`src/rtl/duplex_transfer_scheduler.sv`:
```
// Flow-control and test sequencer between the okPipeIn/okPipeOut endpoints and the
// 32-bit loopback FIFO: gates pipe strobes into FIFO enables and runs flush/run/drain.
module duplex_transfer_scheduler #(
  parameter int DEPTH        = 1024,
  parameter int BLOCK_WORDS  = 256,
  parameter int FLUSH_CYCLES = 4,
  localparam int LW          = $clog2(DEPTH) + 1
) (
  input  logic          okClk,
  input  logic          reset_n,
  input  logic          start,
  input  logic          stop,
  input  logic          clear,
  input  logic [31:0]   transfer_len,
  input  logic          pipe_in_write,
  input  logic          pipe_out_read,
  output logic          fifo_wr_en,
  output logic          fifo_rd_en,
  output logic          fifo_flush,
  output logic          pipe_in_ready,
  output logic          pipe_out_ready,
  output logic [LW-1:0] level,
  output logic [31:0]   words_in,
  output logic [31:0]   words_out,
  output logic [63:0]   clk_counts,
  output logic [2:0]    state,
  output logic          busy,
  output logic          done,
  output logic          aborted,
  output logic          overflow,
  output logic          underflow
);

  localparam int FCW = (FLUSH_CYCLES > 1) ? $clog2(FLUSH_CYCLES) : 1;

  typedef enum logic [2:0] {
    IDLE  = 3'd0,
    FLUSH = 3'd1,
    RUN   = 3'd2,
    DRAIN = 3'd3,
    DONE  = 3'd4
  } state_t;

  state_t          state_reg;
  logic [31:0]     len_reg;
  logic [LW-1:0]   level_reg;
  logic [31:0]     words_in_reg;
  logic [31:0]     words_out_reg;
  logic [63:0]     clk_counts_reg;
  logic [FCW-1:0]  flush_cnt_reg;
  logic            aborted_reg;
  logic            overflow_reg;
  logic            underflow_reg;

  logic            in_run;
  logic            in_xfer;
  logic            level_full;
  logic            level_empty;
  logic [31:0]     space_left;
  logic [31:0]     out_remain;
  logic [31:0]     out_need;

  assign in_run      = (state_reg == RUN);
  assign in_xfer     = (state_reg == RUN) || (state_reg == DRAIN);
  assign level_full  = (level_reg == LW'(DEPTH));
  assign level_empty = (level_reg == '0);

  // Enables are the only combinational paths: the FIFO must see them with the pipe strobe.
  assign fifo_wr_en = pipe_in_write && in_run && !level_full && (words_in_reg < len_reg);
  assign fifo_rd_en = pipe_out_read && in_xfer && !level_empty;

  assign space_left = 32'(DEPTH) - 32'(level_reg);
  assign out_remain = len_reg - words_out_reg;
  assign out_need   = (out_remain < 32'(BLOCK_WORDS)) ? out_remain : 32'(BLOCK_WORDS);

  // Flags decode flops only, so they track the registered level with no input path.
  assign pipe_in_ready  = in_run && (space_left >= 32'(BLOCK_WORDS)) && (len_reg != words_in_reg);
  assign pipe_out_ready = in_xfer && (32'(level_reg) >= out_need) && !level_empty;

  assign fifo_flush = (state_reg == FLUSH);
  assign busy       = (state_reg == FLUSH) || in_xfer;
  assign done       = (state_reg == DONE);
  assign state      = state_reg;
  assign level      = level_reg;
  assign words_in   = words_in_reg;
  assign words_out  = words_out_reg;
  assign clk_counts = clk_counts_reg;
  assign aborted    = aborted_reg;
  assign overflow   = overflow_reg;
  assign underflow  = underflow_reg;

  always_ff @(posedge okClk or negedge reset_n) begin
    if (!reset_n) begin
      state_reg      <= IDLE;
      len_reg        <= '0;
      level_reg      <= '0;
      words_in_reg   <= '0;
      words_out_reg  <= '0;
      clk_counts_reg <= '0;
      flush_cnt_reg  <= '0;
      aborted_reg    <= 1'b0;
      overflow_reg   <= 1'b0;
      underflow_reg  <= 1'b0;
    end else if (clear) begin
      state_reg      <= IDLE;
      len_reg        <= '0;
      level_reg      <= '0;
      words_in_reg   <= '0;
      words_out_reg  <= '0;
      clk_counts_reg <= '0;
      flush_cnt_reg  <= '0;
      aborted_reg    <= 1'b0;
      overflow_reg   <= 1'b0;
      underflow_reg  <= 1'b0;
    end else begin
      case (state_reg)
        IDLE, DONE: begin
          if (start) begin
            state_reg      <= FLUSH;
            len_reg        <= transfer_len;
            level_reg      <= '0;
            words_in_reg   <= '0;
            words_out_reg  <= '0;
            clk_counts_reg <= '0;
            flush_cnt_reg  <= '0;
            aborted_reg    <= 1'b0;
            overflow_reg   <= 1'b0;
            underflow_reg  <= 1'b0;
          end
        end
        FLUSH: begin
          if (stop) begin
            state_reg   <= DONE;
            aborted_reg <= 1'b1;
          end else if (flush_cnt_reg == FCW'(FLUSH_CYCLES - 1)) begin
            state_reg <= (len_reg == '0) ? DONE : RUN;
          end else begin
            flush_cnt_reg <= flush_cnt_reg + 1'b1;
          end
        end
        RUN, DRAIN: begin
          clk_counts_reg <= clk_counts_reg + 64'd1;
          if (fifo_wr_en && !fifo_rd_en) level_reg <= level_reg + 1'b1;
          if (fifo_rd_en && !fifo_wr_en) level_reg <= level_reg - 1'b1;
          if (fifo_wr_en) words_in_reg <= words_in_reg + 32'd1;
          if (fifo_rd_en) words_out_reg <= words_out_reg + 32'd1;
          if (pipe_in_write && in_run && level_full) overflow_reg <= 1'b1;
          if (pipe_out_read && level_empty) underflow_reg <= 1'b1;
          // Stop outranks the natural phase exit taken on the same edge.
          if (stop) begin
            state_reg   <= DONE;
            aborted_reg <= 1'b1;
          end else if (in_run && fifo_wr_en && (words_in_reg + 32'd1 == len_reg)) begin
            state_reg <= DRAIN;
          end else if (!in_run && fifo_rd_en && (words_out_reg + 32'd1 == len_reg)) begin
            state_reg <= DONE;
          end
        end
        default: state_reg <= IDLE;
      endcase
    end
  end

endmodule

```
`config.mk`:
```
export PLATFORM = sky130hd
export DESIGN_NAME = duplex_transfer_scheduler
export DESIGN_NICKNAME = d
export VERILOG_FILES = /design/src/rtl/duplex_transfer_scheduler.sv
export SDC_FILE = /design/constraint.sdc
export NUM_CORES = 1
export LEC_CHECK = 0
export CAP_MARGIN = 25
export CORE_ASPECT_RATIO = 1.2
export CORE_MARGIN = 5
export CORE_UTILIZATION = 45
export DETAILED_ROUTE_END_ITERATION = 6
export GPL_TIMING_DRIVEN = 0
export PLACE_DENSITY = 0.65
export SLEW_MARGIN = 10
export SYNTH_ARGS = -nofsm -noshare
export SYNTH_HDL_FRONTEND = slang
export SYNTH_SLANG_ARGS = --single-unit
```
`constraint.sdc`:
```
create_clock -name okClk -period 13.7 [get_ports okClk]
set_input_delay 2.74 -clock okClk [delete_from_list [all_inputs] [get_ports okClk]]
set_output_delay 2.74 -clock okClk [all_outputs]
set_load 0.01 [all_outputs]
```
==> run metrics, run 1 <==
outcome=finished clean; max cap viols=0; startpoint types=flop; worst-margin pin slew=about 940 ps; WP data arrival=7030 ps; final slew viol count=0; max reg flops=64; Hold Vio Cnt, Final=0; Ys Warns=0; ys flop type=dfrtp_1; peak supply drop=67.7 uV; Critical path buffers and inverters=4; family with the most delay on the worst path=compound AO/OA/AOI/OAI gates; cts bufs inserted=17; first-pass GRT wire length=79800 um; crit-path max FO=10; largest net degree at the start of global routing=109; chip width=approximately 170 um; initial core utilization=45.8%; Reg clk slew, reported paths=around 70 ps; Post-DRT Antenna Nets=0; Detailed Route WL=slightly above 50000 um; standard-cell rows=70; via count=14400; vias in the first global route=14200; worst path required time=about 11000 ps; Mapped Area=14000 um^2; Final period util=71.3%; layout cells sized above 1=3.51%; Final setup viols=0; sequential-to-total area share from yosys stat=31.9%; fmax=102 MHz; Post-CTS Setup Inserts=0; Post-synth EDFFs=0; Root Driver=clkbuf_16; synth unique cells=81; Min-Delay Path Class=reg -> reg; clk_skew=~18 ps; Detailed Route Iter0 Violations=1314; Routed WL per cell=21.6 um; die footprint=34800 um^2; Placer Congestion=around 0.94; Critical-path top delay cell=or4b_2; DRC viols=0; clock sink count=around 180; hold-fix buffers at CTS=0; most used cell, CP=a21o_1; Clock Latency Late Sink=450 ps; commonest non-fill, non-tap cell in the layout=clkdlybuf4s50_1; gr usage total=29.1%; unrepaired setup endpoints after global routing=false; LEAKAGE=7.01 nW; H-tree depth=4; flops & latches, synth=179; CP Class=reg -> out; sum of negative setup slack=0 ps; drt pass-1 iters=7; clk buf depth=2; ys async rst share=between 90% and 100%; Tmin final=9770 ps; most frequent cells in the layout=clkdlybuf4s50_1 (188), dfrtp_1 (179), o21ai_0 (177), nand2_1 (148), nor2_1 (144); cells resized by post-CTS repair=0; fin nets=2083; P per Cell Area=86.7 nW/um^2; Area Overhead vs Synth=21.6%; core area=~31000 um^2; syn_area_per_cell=8.05 um^2; final worst slack=3930 ps; initial antenna violation count=1; PortBufs=about 190; Vias per Instance=6.09; Post-Syn Instances=1744; Place WS=4560 ps; Worst path max stage delay=670 ps; Worst slew margin=37.2%; CTS tree=yes; Final HPWL DP=38800 um; global route overflow=0; Die Ht=a little over 200 um; endpoint class of the critical path=output pin; I/O pin count=between 150 and 200
Yosys cell counts (all sizes together) (4+ instances only):
master	number	share of area [%]
o22ai	8	0.36
nand3	110	3.9
xor2	72	4.5
or2	9	0.40
o21ai	177	6.3
a31oi	15	0.67
dfrtp	179	32
xnor2	85	5.3
a21o	40	2.1
a22o	4	0.25
nand4	54	2.5
and4	18	1.1
nor2b	10	0.45
a2111oi	4	0.25
and2	16	0.71
o21a	11	0.59
nor2	144	3.9
a31o	4	0.25
or3	27	1.2
a211oi	9	0.48
and3	38	1.7
nand2b	10	0.45
o21bai	7	0.37
inv	89	2.4
ha	87	7.8
clkbuf	78	2.1
or4b	4	0.29
o41ai	16	1.0
buf	14	0.47
a21oi	91	3.2
nor3	29	1.1
o31ai	37	2.0
nor3b	5	0.27
mux2i	5	0.36
o2111ai	5	0.31
nor4	29	1.4
mux2	4	0.35
or4	7	0.37
nand2	148	4.0
tightest hold or removal path: stages (launching register included):
cell,delay [ps]
dfrtp_1,340
a31oi_1,40
nor2_1,70
through the flow:
stage	std cells	power, mW	utilization [%]	hold slack, ps	instance area (um^2)
2_1_floorplan	1745	0.830	-	454	14000
3_3_place_gp	2330	0.964	53.6	472	16400
3_5_place_dp	2331	0.968	53.7	482	16500
4_1_cts	2363	1.48	55.6	501	17100
5_1_grt	2364	1.54	55.6	538	17100
6_report	2366	1.48	55.7	499	17100
path summary, 6_finish.rpt:
path,start,to,slack [ps],depth (start not counted)
max,words_out[4],pipe_out_ready,3930,26
min in group asynchronous,reset_n,words_out[16],2280,1
min reg2reg,aborted,aborted,500,2
min,aborted,aborted,500,2
max reg2reg,len_reg[15],level[10],7940,19
max in group asynchronous,reset_n,underflow,10420,2
cell type report:
cell class	count	area, um^2
clock buffer	18	429
sequential	179	4480
inverter	89	334
multi-input combinational	1385	8870
timing repair buffer	191	1930
buffer	92	359
antenna	2	5.00
tap	396	495
fill	2953	13600
clock inverter	14	164
cell families (layout without fill, tap and decap cells):
family                   count (synthesis)  count (layout)  share of synthesized area [%]
adder cells (fa/ha/maj)                 89              89                           8.04
buffers and inverters                  181             404                           4.94
AO/OA/AOI/OAI                          461             461                           20.3
flip-flops                             179             179                           31.9
XOR/XNOR                               157             157                           9.80
AND/OR/NAND/NOR                        667             667                           24.3
multiplexers                             9               9                          0.704
other                                    1               4                         0.0267
report_power, final:
part	internal, mW	switching, mW
Clock	0.261	0.249
Combinational	0.151	0.237
Sequential	0.540	0.0417
Total	0.953	0.527
per-layer routing:
metal  up-vias  track usage, %  part of all wire (%)
li1       6746               -                     -
met1      6869            36.2                    40
met2       626            47.6                    47
met3       164            6.24                   7.3
met4         0            14.8                   5.5
met5         -               0                     0
Power figures use the tool's default switching activity.
==> run 2: changes to the inputs <==
==> constraint.sdc (replaced) <==
create_clock -name okClk -period 9.02 [get_ports okClk]
set_input_delay 1.804 -clock okClk [delete_from_list [all_inputs] [get_ports okClk]]
set_output_delay 1.804 -clock okClk [all_outputs]
set_load 0.01 [all_outputs]
==> run metrics, run 2 (synthesis results as in run 1) <==
startpoint types=flop; CTS tree=yes; PortBufs=189; internal power=1.45 mW; Clk network pwr share=34.5%; final slew viol count=0; Hold Vio Cnt, Final=0; final worst slack=342 ps; DRC viols=0; max reg flops=between 60 and 70; Post-Layout Cell Count=2365; CP Class=reg -> out; most frequent cells in the layout=clkdlybuf4s50_1 (188), dfrtp_1 (179), o21ai_0 (177), nand2_1 (148), nor2_1 (144); Min-Delay Path Class=reg -> reg; fin nets=2082; Design Power=2.25 mW; clk_skew=18.9 ps; P per Cell Area=132 nW/um^2; Place WS=812 ps; Placer Congestion=0.942; WP data arrival=6870 ps; cts bufs inserted=17; Final period util=just under 100%; drt pass-1 iters=5; global route overflow=0; Die Ht=203 um; Final setup viols=0; net switching power=800 uW; crit-path max FO=9; Final HPWL DP=38800 um; Worst slew margin=37.4%; sequential power share=39.3%; endpoint class of the critical path=output pin; placed cells=about 2300; standard-cell rows=70; initial core utilization=45.8%; Clock Latency Late Sink=450 ps; die footprint=34800 um^2; H-tree depth=4; outcome=finished clean; LEAKAGE=roughly 7.0 nW; I/O pin count=191; via count=between 10000 and 15000; gr usage total=29.1%; Area Overhead vs Synth=21.6%; Vias per Instance=6.09; Routed WL per cell=21.6 um; layout cells sized above 1=3.56%; chip width=171 um; Post-DRT Antenna Nets=0; Reg clk slew, reported paths=70 ps; Comb power frac=26.2%; peak supply drop=102 uV; sum of negative setup slack=0 ps; Crit. Startpoint=words_out[8]; clk buf depth=2; Detailed Route WL=just over 50000 um; Reg-to-Reg Start=len_reg[10]; largest net degree at the start of global routing=roughly 110; first-pass GRT wire length=79800 um; initial antenna violation count=1; Hold Crit Start=aborted; clock sink count=179; vias in the first global route=14200; switching share of power=35.6%; max cap viols=0; Root Driver=clkbuf_16; worst path required time=7220 ps; Detailed Route Iter0 Violations=about 1400; core area=30700 um^2; worst-margin pin slew=938 ps; unrepaired setup endpoints after global routing=false; fmax=115 MHz; Core Util, Final=between 50 and 60%; commonest non-fill, non-tap cell in the layout=clkdlybuf4s50_1; Tmin final=8680 ps
[run 2: cell type report]
cell class | instances | area [um^2]
fill | 2952 | 13600
sequential | 179 | 4480
buffer | 91 | 355
multi-input combinational | 1385 | 8870
clock inverter | 14 | 164
timing repair buffer | 191 | 1930
antenna | 2 | 5.00
tap | 396 | 495
inverter | 89 | 334
clock buffer | 18 | 429
[run 2: power groups by stage]
stage | Clock (mW) | Sequential [mW] | Combinational (mW)
after CTS | 0.781 | 0.880 | 0.580
after detailed placement | 0 | 0.896 | 0.575
after global routing | 0.816 | 0.882 | 0.649
after global placement | 0 | 0.896 | 0.568
final | 0.775 | 0.884 | 0.589
after floorplan | 0 | 0.862 | 0.398
[run 2: what timing repair did]
action | CTS | global route
gates resized for setup | 0 | 1
setup endpoints to repair | 0 | 1
hold buffers | 0 | 0
setup buffers | 0 | 0
[run 2: worst paths after layout]
check	slack (ps)	depth (start not counted)	to
min reg2reg	500	2	aborted
min	500	2	aborted
max	340	25	pipe_out_ready
max in group asynchronous	6660	2	clk_counts[35]
min in group asynchronous	1340	1	words_out[14]
max reg2reg	3310	20	level[10]
[run 2: stage by stage]
stage | cell area (um^2) | hold WS (ps)
floorplan | 14000 | 454
global placement | 16400 | 472
detailed placement | 16500 | 482
CTS | 17100 | 501
global route | 17100 | 538
finish | 17100 | 499
[run 2: metal layers]
| metal | wire [um] | up-vias | global-route usage (%) |
|---|---|---|---|
| met5 | 0 | - | 0 |
| met2 | 23900 | 623 | 47.6 |
| met3 | 3940 | 153 | 6.24 |
| li1 | - | 6757 | - |
| met4 | 2770 | 0 | 14.8 |
| met1 | 20400 | 6876 | 36.2 |
[run 2: critical path: stages, from the launching register on]
cell             delay, ps
dfrtp_1                510
inv_1                  160
ha_1                   390
a21oi_1                290
o21ai_0                160
a31oi_2                300
nand3_1                160
a31o_2                 290
xnor2_1                120
or4b_2                 670
a2111oi_0              400
and4_1                 280
clkbuf_1               290
and4b_1                260
ha_1                   230
nand2b_1               140
a21o_1                 180
a21o_1                 160
a21o_1                 160
a21o_1                 160
a21o_1                 160
a21oi_1                130
o21ai_0                110
nand4_1                100
nand3_1                110
clkdlybuf4s50_1        500
